### src/rtl/pic_bus_control_logic.sv
// CPU-side bus interface of an 8259A-compatible PIC. It samples the strobes and write data,
// then decodes each completed write into one-cycle command-word strobes.
module pic_bus_control_logic #(
  parameter int unsigned DATA_WIDTH = 8
) (
  input  logic                  clock,
  input  logic                  reset_n,
  input  logic                  chip_select_n,
  input  logic                  read_enable_n,
  input  logic                  write_enable_n,
  input  logic                  A0,
  input  logic [DATA_WIDTH-1:0] data_bus_in,
  output logic [DATA_WIDTH-1:0] internal_data_bus,
  output logic                  write_initial_command_word_1,
  output logic                  write_initial_command_word_2_4,
  output logic                  write_operation_control_word_1,
  output logic                  write_operation_control_word_2,
  output logic                  write_operation_control_word_3,
  output logic                  read
);

  logic                  wr_active;
  logic                  rd_active;
  logic                  wr_end;
  logic                  wr_prev_q;
  logic                  a0_latch_q;
  logic                  a0_latch_d;
  logic [DATA_WIDTH-1:0] data_q;
  logic [DATA_WIDTH-1:0] data_d;
  logic                  icw1_q, icw24_q, ocw1_q, ocw2_q, ocw3_q, read_q;
  logic                  icw1_d, icw24_d, ocw1_d, ocw2_d, ocw3_d;

  assign wr_active = ~chip_select_n & ~write_enable_n;
  // A simultaneous RD#/WR# is treated as a write only.
  assign rd_active = ~chip_select_n & ~read_enable_n & write_enable_n;
  assign wr_end    = wr_prev_q & ~wr_active;

  always_comb begin
    data_d     = data_q;
    a0_latch_d = a0_latch_q;
    if (wr_active) begin
      data_d     = data_bus_in;
      a0_latch_d = A0;
    end
  end

  // Strobes decode the values captured during the write, never the live bus.
  always_comb begin
    icw1_d  = 1'b0;
    icw24_d = 1'b0;
    ocw1_d  = 1'b0;
    ocw2_d  = 1'b0;
    ocw3_d  = 1'b0;
    if (wr_end) begin
      if (a0_latch_q) begin
        icw24_d = 1'b1;
        ocw1_d  = 1'b1;
      end else if (data_q[4]) begin
        icw1_d = 1'b1;
      end else if (data_q[3]) begin
        ocw3_d = 1'b1;
      end else begin
        ocw2_d = 1'b1;
      end
    end
  end

  always_ff @(posedge clock) begin
    if (!reset_n) begin
      data_q     <= '0;
      a0_latch_q <= 1'b0;
      wr_prev_q  <= 1'b0;
      icw1_q     <= 1'b0;
      icw24_q    <= 1'b0;
      ocw1_q     <= 1'b0;
      ocw2_q     <= 1'b0;
      ocw3_q     <= 1'b0;
      read_q     <= 1'b0;
    end else begin
      data_q     <= data_d;
      a0_latch_q <= a0_latch_d;
      wr_prev_q  <= wr_active;
      icw1_q     <= icw1_d;
      icw24_q    <= icw24_d;
      ocw1_q     <= ocw1_d;
      ocw2_q     <= ocw2_d;
      ocw3_q     <= ocw3_d;
      read_q     <= rd_active;
    end
  end

  assign internal_data_bus              = data_q;
  assign write_initial_command_word_1   = icw1_q;
  assign write_initial_command_word_2_4 = icw24_q;
  assign write_operation_control_word_1 = ocw1_q;
  assign write_operation_control_word_2 = ocw2_q;
  assign write_operation_control_word_3 = ocw3_q;
  assign read                           = read_q;

endmodule

### config.mk
export PLATFORM = sky130hd
export DESIGN_NAME = pic_bus_control_logic
export DESIGN_NICKNAME = d
export VERILOG_FILES = /design/src/rtl/pic_bus_control_logic.sv
export SDC_FILE = /design/constraint.sdc
export NUM_CORES = 1
export LEC_CHECK = 0
export ABC_AREA = 1
export BUFFER_PORTS_ARGS = -buffer_cell sky130_fd_sc_hd__buf_4
export CORE_AREA = 2 2 39 41
export DETAILED_ROUTE_END_ITERATION = 10
export DIE_AREA = 0 0 41 43
export PLACE_DENSITY_LB_ADDON = 0.12
export SYNTH_ARGS = -nofsm -noshare
export SYNTH_HDL_FRONTEND = slang
export SYNTH_SLANG_ARGS = --single-unit
### constraint.sdc
create_clock -name clock -period 1.55 [get_ports clock]
set_clock_uncertainty 0.15 [all_clocks]
set_input_delay 0.0775 -clock clock [delete_from_list [all_inputs] [get_ports clock]]
set_output_delay 0.0775 -clock clock [all_outputs]
set_load 0.01 [all_outputs]
==> summary.md <==
| Metric | Value |
|---|---|
| Status | completed |
| Die ar. | 1760 sq um |
| Post-synth top flop | dfxtp_1 |
| GR Util All Layers | 19.4% |
| Top post-synthesis cells by count | nand2_1 (21), nor2_1 (20), dfxtp_1 (15) |
| Detail Route Antenna Nets | 0 |
| Hold Startpoint | chip_select_n |
| Dominant cell type by area after synthesis | dfxtp_1 |
| Cell Pwr Density | about 800 nW/um^2 |
| CTS Buf Count | 3 |
| Largest fanout on the critical path | 12 |
| R2R depth | 3 |
| Initial DRC Count | 11 |
| Req. time, crit path | 1.64 ns |
| Row count | 14 |
| Crit-path cells | dlygate4sd3_1, buf_6, nand2_1, o21ai_1, dlygate4sd3_1 |
| Final Max Tran Viols | 0 |
| Final Util | between 70% and 80% |
| DP HPWL | between 700 and 800 microns |
| Via Count | 598 |
| Grt ovf | 0 |
| Number of port buffers | 27 |
| Synthesis Warnings | 0 |
| DRC viols | 0 |
| Yosys top cell area share | 53.0% |
| Critical Path Max Stage Delay | 0.56 ns |
| Layout cells sized above 1 | 24.0% |
| Post-synth ARST share | 0% |
| Boundary Pins | 28 |
| Clock tree from TritonCTS | built |
| Final hold violation count | 0 |
| WL/cell | 9.42 microns |
| RSZ-0062 raised after global routing | true |
| Die X | about 40 microns |
| Max Freq | 669 MHz |
| CP endpoint kind | flip-flop |
| Endpoint, Worst Hold | write_operation_control_word_1 |
| Final number of setup-violating endpoints | 0 |
| Worst-margin pin slew | 0.316 ns |
| Crit path buf inv count | 3 |
| Yosys cell types | 11 |
| Post-CTS setup buffer count | 0 |
| Drt pass-1 iters | 4 |
| Initial antenna violation count | 0 |
| Post-layout min period | 1.49 ns |
| Hold Path Depth | 5 |
| Starting density of the core | 41.0% |
| Synthesized Nets | between 90 and 100 |
| Area Overhead vs Synth | 79.2% |
| Register area share after synthesis | 53.0% |
| Most common cell in the synthesized netlist | nand2_1 |
| Family with the most delay on the worst path | buffers and inverters |
| Tcrit/Tclk final | around 96% |
| Synthesized flop and latch total | 15 |
| Vert. Die Dim | roughly 43 microns |
| H-Tree Depth | 1 |
| Root buffer cell | clkbuf_4 |
| Seq. cell area | 300 sq um |
| TNS Setup | 0 ns |
| Placed instance area | 766 sq um |
| Reg-to-reg critical path endpoint | internal_data_bus[4] |
| Hold Crit Class | primary input to flip-flop |
| Maximum vdd drop | 0.445 mV |
| Deepest clock path buffer count | 2 |
| Reg2Reg Launch Point | internal_data_bus[4] |
| Crit path DAT | 1.58 ns |
| Vias in the first global route | a little over 500 |
| Pin count of the biggest net entering global routing | 17 |
| Worst R2R Setup Slack | 0.21 ns |
| # nets final | 144 |
| Vias per cell | 4.12 |
| Post-synth EDFFs | 0 |
| Worst Setup Start Kind | primary input |
| Slew headroom | 78.9% |
| Critical-path top delay cell | dlygate4sd3_1 |
| Syn avg cell area | 7.17 sq um |
| Sink Count | 15 |
| Netlist Area Pre-Place | 567 sq um |
| Layout fillers | approximately 120 |
| Critical path type | primary input to flip-flop |
| Area occupied by multi-input gates | roughly 190 sq um |
| Fin area | roughly 1000 sq um |
| Leakage power | between 0.0005 and 0.0006 uW |
| Main area contributors after synthesis | dfxtp_1 (53%), nand2_1 (14%), nor2_1 (13%) |
| Gate Count Post-Synth | 79 |
| First-pass GRT wire length | 2170 microns |
| Routed WL | 1370 microns |
| Clk_lat worst skew | a little under 0.3 ns |
| Max cap viols | 0 |
| Most Frequent Cell on Critical Path | dlygate4sd3_1 |
| GP Congestion | about 0.6 |
| Core Area | between 1000 and 1500 sq um |
| Clk pin slew, worst setup/hold paths | 0.10 ns |
| Ant. Diodes | 0 |
## layout make-up
class	count	share of cell area (%)
clock buffer	4	2.59
inverter	14	5.17
multi-input combinational	47	18.7
sequential	15	29.6
tap	16	1.97
timing repair buffer	49	42.0
## routing by layer
metal | wire length (microns) | vias to the layer above | global-route usage (%)
met4 | 15 | 0 | 14.0
li1 | - | 326 | -
met2 | 718 | 18 | 29.7
met5 | 0 | - | 0
met3 | 68 | 2 | 6.28
met1 | 563 | 252 | 21.1
## worst register-to-register path: stages, from the launching register on
cell and delay [ns]:
dfxtp_1 0.39, nand3_1 0.11, o21ai_1 0.09, dlygate4sd3_1 0.56
## sequential cells by signal, indices dropped and copies added, names as in the netlist
register and flops:
a0_latch_q 1, write_operation_control_word_2 1, write_initial_command_word_1 1, write_operation_control_word_1 1
read 1, wr_prev_q 1, write_operation_control_word_3 1, internal_data_bus 8
## layout by cell type (no fill, tap or decap)
| cell type | count |
|---|---|
| buf_4 | 26 |
| buf_6 | 1 |
| clkbuf_1 | 1 |
| clkbuf_4 | 3 |
| dfxtp_1 | 15 |
| dlygate4sd3_1 | 22 |
| inv_1 | 14 |
| nand2_1 | 21 |
| nand3_1 | 2 |
| nor2_1 | 20 |
| nor2_4 | 1 |
| nor3_1 | 1 |
| o21ai_1 | 2 |
## logic make-up (layout without fill, tap and decap cells)
group                  count (synthesis)  after routing  synth area share, %
DFF                                   15             15                 53.0
and+or+nand+nor                       45             45                 31.8
buffers and inverters                 17             67                 13.5
AOI/OAI and AO/OA                      2              2                 1.77
## through the flow
step / instances / hold WS [ns] / worst slack, ns / total power (uW)
3_5_place_dp: 119 / 0.0955 / 0.521 / 524
4_1_cts: 145 / 0.0474 / 0.0636 / 791
3_3_place_gp: 119 / 0.0934 / 0.559 / 523
5_1_grt: 145 / 0.100 / -0.00264 / 840
2_1_floorplan: 79 / 0.00335 / 0.733 / 471
6_report: 145 / 0.0446 / 0.0551 / 796
## where the power goes
group | internal [uW] | switching (uW) | total [uW]
logic | 92.7 | 58.0 | 151
clock network | 100 | 133 | 232
registers | 402 | 10.0 | 413
total | 595 | 201 | 796
## repair_timing
item                                    4_1_cts  5_1_grt
endpoints found under the setup margin        0        2
hold buffers                                 22        0
hold endpoints to repair                     12        0
resized for setup                             0        3
## worst max-delay path by stage
| stage | start | end | slack (ns) | depth (start not counted) |
|---|---|---|---|---|
| final | reset_n | internal_data_bus[4] | 0.06 | 5 |
| after global routing | reset_n | a0_latch_q | -0.003 | 5 |
| after CTS | reset_n | internal_data_bus[4] | 0.06 | 5 |
| after detailed placement | chip_select_n | a0_latch_q | 0.52 | 4 |
| after global placement | chip_select_n | internal_data_bus[4] | 0.56 | 4 |
| after floorplan | internal_data_bus[4] | write_operation_control_word_2 | 0.73 | 3 |
(Power assumes the default switching activity.)
